<file path="src/rtl/imm_extend_pipe_if.sv">
// ---------------------------------------------------------------------------
// imm_extend_pipe_if
// Handshake bundle for the immediate-extension unit.
//   Input side : in_valid, in_ready, in_imm[IN_W], in_mode[2], in_tag[TAG_W]
//   Control    : flush (discard held entries at the next edge)
//   Output side: out_valid, out_ready, out_data[OUT_W], out_tag[TAG_W],
//                out_count[16] (accepted results since reset, wrapping)
// master = producer/consumer environment, slave = the extension unit.
// ---------------------------------------------------------------------------
`timescale 1ns/1ps
interface imm_extend_pipe_if #(
  parameter int IN_W  = 16,
  parameter int OUT_W = 32,
  parameter int TAG_W = 5
);
  logic             in_valid;
  logic             in_ready;
  logic [IN_W-1:0]  in_imm;
  logic [1:0]       in_mode;
  logic [TAG_W-1:0] in_tag;
  logic             flush;
  logic             out_valid;
  logic             out_ready;
  logic [OUT_W-1:0] out_data;
  logic [TAG_W-1:0] out_tag;
  logic [15:0]      out_count;

  modport master (
    output in_valid, in_imm, in_mode, in_tag, flush, out_ready,
    input  in_ready, out_valid, out_data, out_tag, out_count
  );

  modport slave (
    input  in_valid, in_imm, in_mode, in_tag, flush, out_ready,
    output in_ready, out_valid, out_data, out_tag, out_count
  );
endinterface

</file>
<file path="src/rtl/imm_extend_pipe.sv">
// ---------------------------------------------------------------------------
// imm_extend_pipe
// Pipelined immediate-extension unit for the ID stage. Extends an IN_W-bit
// immediate to OUT_W bits (sign, zero, LUI upper placement, or branch offset
// = sign-extend then shift left 2), with one cycle of latency and a 2-entry
// (main + skid) output buffer so a stalled consumer never costs throughput.
// Ports:
//   clk   - rising-edge clock
//   reset - asynchronous, active-high reset
//   bus   - imm_extend_pipe_if.slave (in/out handshakes, flush, out_count)
// The IN_W/OUT_W/TAG_W parameters must match those of the connected bus.
// ---------------------------------------------------------------------------
`timescale 1ns/1ps
module imm_extend_pipe #(
  parameter int IN_W  = 16,
  parameter int OUT_W = 32,
  parameter int TAG_W = 5
) (
  input  logic             clk,
  input  logic             reset,
  imm_extend_pipe_if.slave bus
);
  localparam int SH = OUT_W - IN_W;

  logic [SH-1:0]    w_fill;
  logic [OUT_W-1:0] w_sext;
  logic [OUT_W-1:0] w_ext;
  logic             w_in_xfer;
  logic             w_out_xfer;

  logic             r_main_valid;
  logic [OUT_W-1:0] r_main_data;
  logic [TAG_W-1:0] r_main_tag;
  logic             r_skid_valid;
  logic [OUT_W-1:0] r_skid_data;
  logic [TAG_W-1:0] r_skid_tag;
  logic [15:0]      r_count;

  // Sign bit replicated across the SH extension bits.
  genvar gi;
  generate
    for (gi = 0; gi < SH; gi++) begin : g_fill
      assign w_fill[gi] = bus.in_imm[IN_W-1];
    end
  endgenerate

  assign w_sext = {w_fill, bus.in_imm};

  always_comb begin
    w_ext = w_sext;
    case (bus.in_mode)
      2'b00:   w_ext = w_sext;
      2'b01:   w_ext = {{SH{1'b0}}, bus.in_imm};
      2'b10:   w_ext = {bus.in_imm, {SH{1'b0}}};
      // Branch offset: the two MSBs of the sign-extended value fall off.
      default: w_ext = {w_sext[OUT_W-3:0], 2'b00};
    endcase
  end

  // in_ready depends only on the skid flag, so there is no combinational
  // path from out_ready back to in_ready.
  assign w_in_xfer  = bus.in_valid && !r_skid_valid;
  assign w_out_xfer = r_main_valid && bus.out_ready;

  always_ff @(posedge clk or posedge reset) begin
    if (reset) begin
      r_main_valid <= 1'b0;
      r_main_data  <= '0;
      r_main_tag   <= '0;
      r_skid_valid <= 1'b0;
      r_skid_data  <= '0;
      r_skid_tag   <= '0;
      r_count      <= '0;
    end else begin
      // A transfer that coincides with a flush has still been delivered.
      if (w_out_xfer) begin
        r_count <= r_count + 16'd1;
      end

      if (bus.flush) begin
        // Data registers keep their contents; only occupancy is cleared,
        // and any simultaneous input is dropped.
        r_main_valid <= 1'b0;
        r_skid_valid <= 1'b0;
      end else if (w_out_xfer) begin
        if (r_skid_valid) begin
          // FULL -> ONE: the older skid entry becomes the head.
          r_main_data  <= r_skid_data;
          r_main_tag   <= r_skid_tag;
          r_skid_valid <= 1'b0;
        end else if (w_in_xfer) begin
          r_main_data  <= w_ext;
          r_main_tag   <= bus.in_tag;
        end else begin
          r_main_valid <= 1'b0;
        end
      end else if (w_in_xfer) begin
        if (r_main_valid) begin
          // Head is stalled: park the new result behind it.
          r_skid_valid <= 1'b1;
          r_skid_data  <= w_ext;
          r_skid_tag   <= bus.in_tag;
        end else begin
          r_main_valid <= 1'b1;
          r_main_data  <= w_ext;
          r_main_tag   <= bus.in_tag;
        end
      end
    end
  end

  assign bus.in_ready  = !r_skid_valid;
  assign bus.out_valid = r_main_valid;
  assign bus.out_data  = r_main_data;
  assign bus.out_tag   = r_main_tag;
  assign bus.out_count = r_count;
endmodule

</file>
<file path="src/flat_wrapper.sv">
// flat-port wrapper written by rule: the top's interface ports become plain ports
module imm_extend_pipe_flat 
#(
  parameter int IN_W  = 16,
  parameter int OUT_W = 32,
  parameter int TAG_W = 5
)
  (clk, reset, bus_in_valid, bus_in_imm, bus_in_mode, bus_in_tag, bus_flush, bus_out_ready, bus_in_ready, bus_out_valid, bus_out_data, bus_out_tag, bus_out_count);
  imm_extend_pipe_if #(.IN_W(IN_W), .OUT_W(OUT_W), .TAG_W(TAG_W)) bus_i ();
  input  logic clk;
  input  logic reset;
  input wire logic [$bits(bus_i.in_valid)-1:0] bus_in_valid;
  input wire logic [$bits(bus_i.in_imm)-1:0] bus_in_imm;
  input wire logic [$bits(bus_i.in_mode)-1:0] bus_in_mode;
  input wire logic [$bits(bus_i.in_tag)-1:0] bus_in_tag;
  input wire logic [$bits(bus_i.flush)-1:0] bus_flush;
  input wire logic [$bits(bus_i.out_ready)-1:0] bus_out_ready;
  output wire logic [$bits(bus_i.in_ready)-1:0] bus_in_ready;
  output wire logic [$bits(bus_i.out_valid)-1:0] bus_out_valid;
  output wire logic [$bits(bus_i.out_data)-1:0] bus_out_data;
  output wire logic [$bits(bus_i.out_tag)-1:0] bus_out_tag;
  output wire logic [$bits(bus_i.out_count)-1:0] bus_out_count;
  assign bus_i.in_valid = bus_in_valid;
  assign bus_i.in_imm = bus_in_imm;
  assign bus_i.in_mode = bus_in_mode;
  assign bus_i.in_tag = bus_in_tag;
  assign bus_i.flush = bus_flush;
  assign bus_i.out_ready = bus_out_ready;
  assign bus_in_ready = bus_i.in_ready;
  assign bus_out_valid = bus_i.out_valid;
  assign bus_out_data = bus_i.out_data;
  assign bus_out_tag = bus_i.out_tag;
  assign bus_out_count = bus_i.out_count;
  imm_extend_pipe #(.IN_W(IN_W), .OUT_W(OUT_W), .TAG_W(TAG_W)) u_core (.clk(clk), .reset(reset), .bus(bus_i));
endmodule
</file>
<file path="config.mk">
export PLATFORM = sky130hd
export DESIGN_NAME = imm_extend_pipe_flat
export DESIGN_NICKNAME = d
export VERILOG_FILES = /design/src/rtl/imm_extend_pipe_if.sv /design/src/rtl/imm_extend_pipe.sv /design/src/flat_wrapper.sv
export SDC_FILE = /design/constraint.sdc
export NUM_CORES = 1
export LEC_CHECK = 0
export CORE_ASPECT_RATIO = 0.5
export CORE_MARGIN = 1
export CORE_UTILIZATION = 35
export DETAILED_ROUTE_END_ITERATION = 16
export SYNTH_ARGS = -nofsm -noshare
export SYNTH_HDL_FRONTEND = slang
export SYNTH_SLANG_ARGS = --single-unit
export TNS_END_PERCENT = 1
</file>
<file path="constraint.sdc">
create_clock -name clk -period 3.2 [get_ports clk]
set_input_delay 0.96 -clock clk [delete_from_list [all_inputs] [get_ports clk]]
set_output_delay 0.96 -clock clk [all_outputs]
set_load 0.02 [all_outputs]
</file>
==> results.md, run 1 <==
* CP max-delay cell: clkdlybuf4s50_1
* FF+latch count, synth at 92
* CP Buf/Inv Count at 2
* Post-layout util at 47.3%
* Clock-pin slew on the worst setup and hold paths at 0.06 ns
* Total Power at 0.00357 W
* TritonCTS clock tree: yes
* Synthesized area at 0.00429 mm²
* Ant diodes at 0
* Crit path arrival time at 2.74 ns
* Final-stage net count at 536
* WP data required at 3.46 ns
* Rows at 28
* H-Tree Depth at 3
* CP Max Fanout at 64
* Routed wire length at 9.62 mm
* Sequential share of the synthesized area at 53.7%
* Max cap viols at 0
* Most frequent cells in the layout: dfrtp_1, nor2_1, clkdlybuf4s50_1, a21oi_1, nand3_1
* Routed Antenna Nets at 0
* Setup TNS at 0 ns
* Clk_skew at 0.00824 ns
* Clk Latency, worst-skew pair at 0.34 ns
* Avg WL per Cell at 14.2 µm
* Crit path kind: in -> reg
* Largest net degree at the start of global routing at 67
* Critical path capture point type: flip-flop
* Core area at 0.0119 mm²
* Die X at 159 µm
* Actual slew at the worst max-slew pin at 0.685 ns
* Synth top area share at 53.7%
* Syn_nets at 462
* PwrDens at 636 mW/mm²
* CTS resizes at 0
* Worst vdd ir at 0.000255 V
* CP Launch Type: input pin
* CTS sink count at 92
* Ranking of synthesized cells by area: dfrtp_1, nor2_1, a21oi_1
* Synth area leader: dfrtp_1
* Die Ht at 80.3 µm
* Io pins at 83
* Endpoints failing setup at 0
* Minimum clock period at 2.48 ns
* Final hold vios at 0
* Crit-path max cell delay at 0.51 ns
* Via count at 3326
* Setup crit start: bus_out_ready
* Vias per cell at 4.91
* Residual DRC at 0
* Hpwl dp at 6.67 mm
* Total GRT Usage at 16.1%
* Antenna violations before repair at 0
* Status: finished clean
* Fin crit share at 77.5%
* Post-CTS Setup Bufs at 0
* Number of DRC markers in iteration 0 at 204
* Critical Path, Cell by Cell: clkdlybuf4s50_1 > and2b_4 > nor3b_4 > buf_12 > nor2_1 > a31oi_1
* CP top delay family: buffers and inverters
* Ys Warns at 0
* TritonRoute pass-1 iters at 4
* Leading cell type in the layout, fill and taps excluded: dfrtp_1
* Vias in the first global route at 3070
* Worst r2r src: u_core.bus.out_valid$_DFFE_PP0P_
* Die area at 0.0127 mm²
* Hold Crit Start: u_core.bus.out_count[15]$_DFFE_PP0N_
* Clock Path Buffers at 2
* Hold-fix buffers, CTS at 0
* Leak at 2.40 nW
* Initial Utilization at 36.1%
* RSZ-0062 raised after global routing: no
* Mapped Cells at 433
* Min-Delay Path Class: reg -> reg
* Root buffer cell: clkbuf_16
* Post-synth EDFFs at 0
* Achievable Freq at 0.403 GHz
* Most common flop cell mapped by yosys: dfrtp_1
* Port bufs at 82
* Total gr overflow at 0
* Post-Syn Area per Cell at 9.91 µm²
* Area Overhead vs Synth at 30.9%
* Max_slew headroom at 54.3%
* Final Wtd Congestion at 0.717
* Slew Viols, Final at 0
* Async S/R FF share, synth at 100%
* First-pass GRT wire length at 15.8 mm
* Synth cell types at 38
* CTS Buf Count at 9
* Share of cells above drive strength 1 at 10.7%
-- per-layer routing --
layer,GRT usage [%],vias to the layer above,part of all wire [%]
met5,0,-,0
met4,4.62,0,1.1
met3,3.89,11,3.8
met2,23.5,67,43
met1,23.5,1584,52
li1,-,1664,-
-- stage by stage --
step | cell area (µm²) | hold slack, ns | std cells | setup WS, ns
floorplan | 4290 | 0.481 | 433 | 1.02
global placement | 5320 | 0.461 | 661 | 0.461
detailed placement | 5320 | 0.470 | 661 | 0.342
CTS | 5620 | 0.479 | 677 | 0.717
global route | 5620 | 0.495 | 677 | 0.553
finish | 5620 | 0.469 | 677 | 0.720
-- worst reg2reg max path, cell delays in order, from the launching register on --
cell and delay (ns):
dfrtp_1 0.50, and2b_4 0.23, nor3b_4 0.39, buf_12 0.31, nor2_1 0.09, a31oi_1 0.15
-- kinds of logic (layout without fill, tap and decap cells) --
| logic type | after synthesis | in the layout | synth area share, % |
|---|---|---|---|
| and+or+nand+nor | 162 | 162 | 17.2 |
| AOI/OAI and AO/OA | 106 | 106 | 15.6 |
| DFF | 92 | 92 | 53.7 |
| buffers and inverters | 36 | 115 | 4.02 |
| muxes | 21 | 21 | 6.12 |
| xor gates and xnor gates | 15 | 15 | 3.06 |
| adders and majority gates | 1 | 1 | 0.292 |
-- cell type report --
cell class	instances	area (µm²)
Multi-Input combinational cell	305	1830
Fill cell	1106	6260
Sequential cell	92	2300
Inverter	7	30.0
Clock inverter	6	63.8
Tap cell	165	206
Clock buffer	10	229
Timing Repair Buffer	92	958
-- registers in the layout, indices dropped and copies added (netlist names) --
register	cells
u_core.r_skid_data	32
u_core.bus.out_data	32
u_core.bus.out_tag	5
u_core.r_skid_valid	1
u_core.bus.out_valid	1
u_core.r_skid_tag	5
u_core.bus.out_count	16
-- cell usage after synthesis (2+ instances only) --
master    count
a21oi_1      32
a22o_1       14
a22oi_1      14
a31oi_1      21
and3_1        6
buf_1         2
buf_2        11
clkbuf_1     12
dfrtp_1      92
inv_1         6
mux2_2       14
mux2_4        7
nand2_1      22
nand3_1      28
nand4_1       3
nor2_1       82
nor2b_1      14
o21ai_0      20
xnor2_1      12
xor2_1        3
-- path summary, 6_finish.rpt --
check | endpoint | slack (ns) | cells past startpoint
max in group asynchronous | u_core.r_skid_data[13]$_DFFE_PP0P_ | 1.57 | 3
max reg2reg | u_core.r_skid_data[21]$_DFFE_PP0P_ | 1.45 | 5
max | u_core.r_skid_data[21]$_DFFE_PP0P_ | 0.72 | 6
min | u_core.bus.out_count[15]$_DFFE_PP0N_ | 0.47 | 1
min in group asynchronous | u_core.bus.out_data[27]$_DFFE_PP0P_ | 1.04 | 2
min reg2reg | u_core.bus.out_count[15]$_DFFE_PP0N_ | 0.47 | 1
-- power breakdown --
| part | switching [W] | total [W] | leakage (nW) | internal [W] |
|---|---|---|---|---|
| sequential | 0.000172 | 0.00160 | 1.14 | 0.00142 |
| clock | 0.000459 | 0.00107 | 0.139 | 0.000606 |
| combinational | 0.000440 | 0.000908 | 1.12 | 0.000468 |
| total | 0.00107 | 0.00357 | 2.40 | 0.00250 |
Note: power is estimated with default switching activity, not from simulation.
==> inputs of run 2 (changes only) <==
==> constraint.sdc (replaced) <==
create_clock -name clk -period 2.05 [get_ports clk]
set_input_delay 0.615 -clock clk [delete_from_list [all_inputs] [get_ports clk]]
set_output_delay 0.615 -clock clk [all_outputs]
set_load 0.02 [all_outputs]
==> results.md, run 2 (synthesized netlist as in run 1, its figures left out) <==
* Status: finished clean (unchanged)
* Routed Antenna Nets at 0 (unchanged)
* TritonCTS clock tree: yes (unchanged)
* Final Wtd Congestion at 0.773 (was 0.717)
* Slew Viols, Final at 0 (unchanged)
* Min-Delay Path Class: reg -> reg (unchanged)
* WP data required at 1.43 ns (was 3.46 ns)
* Residual DRC at 0 (unchanged)
* Crit-path max cell delay at 0.62 ns (was 0.51 ns)
* Leak at 2.71 nW (was 2.40 nW)
* Worst vdd ir at 0.000349 V (was 0.000255 V)
* Antenna violations before repair at 0 (unchanged)
* Sw Ratio at 29.9% (was 30.0%)
* Crit path kind: reg -> out (was in -> reg)
* Combinational cell fraction of total power at 25.7% (was 25.4%)
* Leading cell type in the layout, fill and taps excluded: dfrtp_1 (unchanged)
* Critical Path, Cell by Cell: clkdlybuf4s50_1 (was clkdlybuf4s50_1 > and2b_4 > nor3b_4 > buf_12 > nor2_1 > a31oi_1)
* Core area at 0.0119 mm² (unchanged)
* Total GRT Usage at 16.9% (was 16.1%)
* H-Tree Depth at 3 (unchanged)
* Met2 Routed Length at 4.44 mm (was 4.16 mm)
* Root buffer cell: clkbuf_16 (unchanged)
* Endpoints failing setup at 0 (unchanged)
* Final worst setup slack at 0.0630 ns (was 0.720 ns)
* Avg WL per Cell at 14.4 µm (was 14.2 µm)
* Via count at 3434 (was 3326)
* Clock share of power at 30.3% (was 29.8%)
* Post-layout util at 49.9% (was 47.3%)
* RSZ-0062 raised after global routing: no (unchanged)
* Min Hold Slack at 0.474 ns (was 0.469 ns)
* Hpwl dp at 7.03 mm (was 6.67 mm)
* Actual slew at the worst max-slew pin at 0.511 ns (was 0.685 ns)
* Crit path arrival time at 1.37 ns (was 2.74 ns)
* Clock-pin slew on the worst setup and hold paths at 0.07 ns (was 0.06 ns)
* CTS Buf Count at 9 (unchanged)
* Initial Utilization at 36.1% (unchanged)
* Highest metal used: met4 (unchanged)
* CP top delay family: buffers and inverters (unchanged)
* TritonRoute pass-1 iters at 5 (was 4)
* Register area at 0.00230 mm² (unchanged)
* Largest net degree at the start of global routing at 93 (was 67)
* Most frequent cells in the layout: dfrtp_1, nor2_1, clkdlybuf4s50_1, a21oi_1, buf_4 (was dfrtp_1, nor2_1, clkdlybuf4s50_1, a21oi_1, nand3_1)
* Die X at 159 µm (unchanged)
* Number of DRC markers in iteration 0 at 190 (was 204)
* Share of cells above drive strength 1 at 15.9% (was 10.7%)
* Fill cells at 1098 (was 1106)
* Reg power frac at 43.9% (was 44.7%)
* First-pass GRT wire length at 16.4 mm (was 15.8 mm)
* Vias in the first global route at 3140 (was 3070)
* Max cap viols at 0 (unchanged)
* Port bufs at 82 (unchanged)
* Clk Latency, worst-skew pair at 0.34 ns (about the same)
* Vias per cell at 4.86 (was 4.91)
* Final hold vios at 0 (unchanged)
* Achievable Freq at 0.503 GHz
* Area Overhead vs Synth at 38.2% (was 30.9%)
* CTS sink count at 92 (unchanged)
* CP Launch Type: flip-flop (was input pin)
* Fin crit share at 96.9%
* NetSw at 0.00170 W (was 0.00107 W)
* CP Buf/Inv Count at 1 (was 2)
* Metal1 wirelength at 5.31 mm (was 5.00 mm)
* Critical path capture point type: primary output (was flip-flop)
* CP max-delay cell: clkdlybuf4s50_1 (unchanged)
* Rows at 28 (unchanged)
* PwrDens at 956 mW/mm² (was 636 mW/mm²)
* Ant diodes at 0 (unchanged)
* Io pins at 83 (unchanged)
* Minimum clock period at 1.99 ns
* Pre-CTS WS at -0.172 ns (was 0.342 ns)
* Clock Path Buffers at 2 (unchanged)
* Final-stage net count at 566 (was 536)
* Die area at 0.0127 mm² (unchanged)
* Max_slew headroom at 65.9% (was 54.3%)
* Die Ht at 80.3 µm (unchanged)
* Routed wire length at 10.2 mm (was 9.62 mm)
* CP Max Fanout at 4 (was 64)
* Area occupied by multi-input gates at 0.00183 mm² (unchanged)
* Hold-fix buffers, CTS at 0 (unchanged)
* Clk_skew at 0.00819 ns (was 0.00824 ns)
* Total gr overflow at 0 (unchanged)
* P_int at 0.00397 W (was 0.00250 W)
* Met3 routed WL at 379 µm (was 362 µm)
==> run 2: final cells by class <==
class / count / area share (%)
Timing Repair Buffer: 122 / 21.1
Multi-Input combinational cell: 305 / 30.8
Sequential cell: 92 / 38.8
Inverter: 7 / 0.506
Clock inverter: 6 / 1.20
Tap cell: 165 / 3.48
Clock buffer: 10 / 4.03
==> run 2: stage by stage <==
| step | setup TNS (ns) | power [W] | cell area [µm²] | cells |
|---|---|---|---|---|
| 4_1_cts | 0 | 0.00576 | 5910 | 707 |
| 2_1_floorplan | 0 | 0.00330 | 4290 | 433 |
| 5_1_grt | 0 | 0.00597 | 5930 | 707 |
| 3_3_place_gp | -7.84 | 0.00398 | 5600 | 691 |
| 6_report | 0 | 0.00567 | 5930 | 707 |
| 3_5_place_dp | -8.16 | 0.00401 | 5600 | 691 |
==> run 2: worst paths after layout <==
check,from,cells after the start,slack (ns),end
min,u_core.bus.out_count[15]$_DFFE_PP0N_,1,0.47,u_core.bus.out_count[15]$_DFFE_PP0N_
min reg2reg,u_core.bus.out_count[15]$_DFFE_PP0N_,1,0.47,u_core.bus.out_count[15]$_DFFE_PP0N_
max reg2reg,u_core.r_skid_valid$_DFFE_PP0P_,4,0.35,u_core.bus.out_data[9]$_DFFE_PP0P_
max,u_core.bus.out_count[11]$_DFFE_PP0N_,1,0.06,bus_out_count[11]
max in group asynchronous,reset,3,0.92,u_core.bus.out_data[18]$_DFFE_PP0P_
min in group asynchronous,reset,3,0.73,u_core.bus.out_data[24]$_DFFE_PP0P_
==> run 2: what timing repair did <==
| item | CTS | global route |
|---|---|---|
| gates cloned | 0 | 0 |
| buffers inserted | 0 | 0 |
| setup endpoints to repair | 2 | 9 |
| gates resized for setup | 2 | 9 |
==> run 2: layer usage <==
layer  vias up  track usage, %
li1       1724               -
met1      1649            24.4
met2        55            25.2
met3         6            3.72
met4         0            4.62
met5         -               0
==> run 2: power groups by stage <==
stage	Sequential [W]	Combinational [W]	Clock [W]
floorplan	0.00271	0.000594	0
global placement	0.00252	0.00146	0
detailed placement	0.00253	0.00148	0
CTS	0.00250	0.00148	0.00178
global route	0.00254	0.00158	0.00184
finish	0.00249	0.00146	0.00172
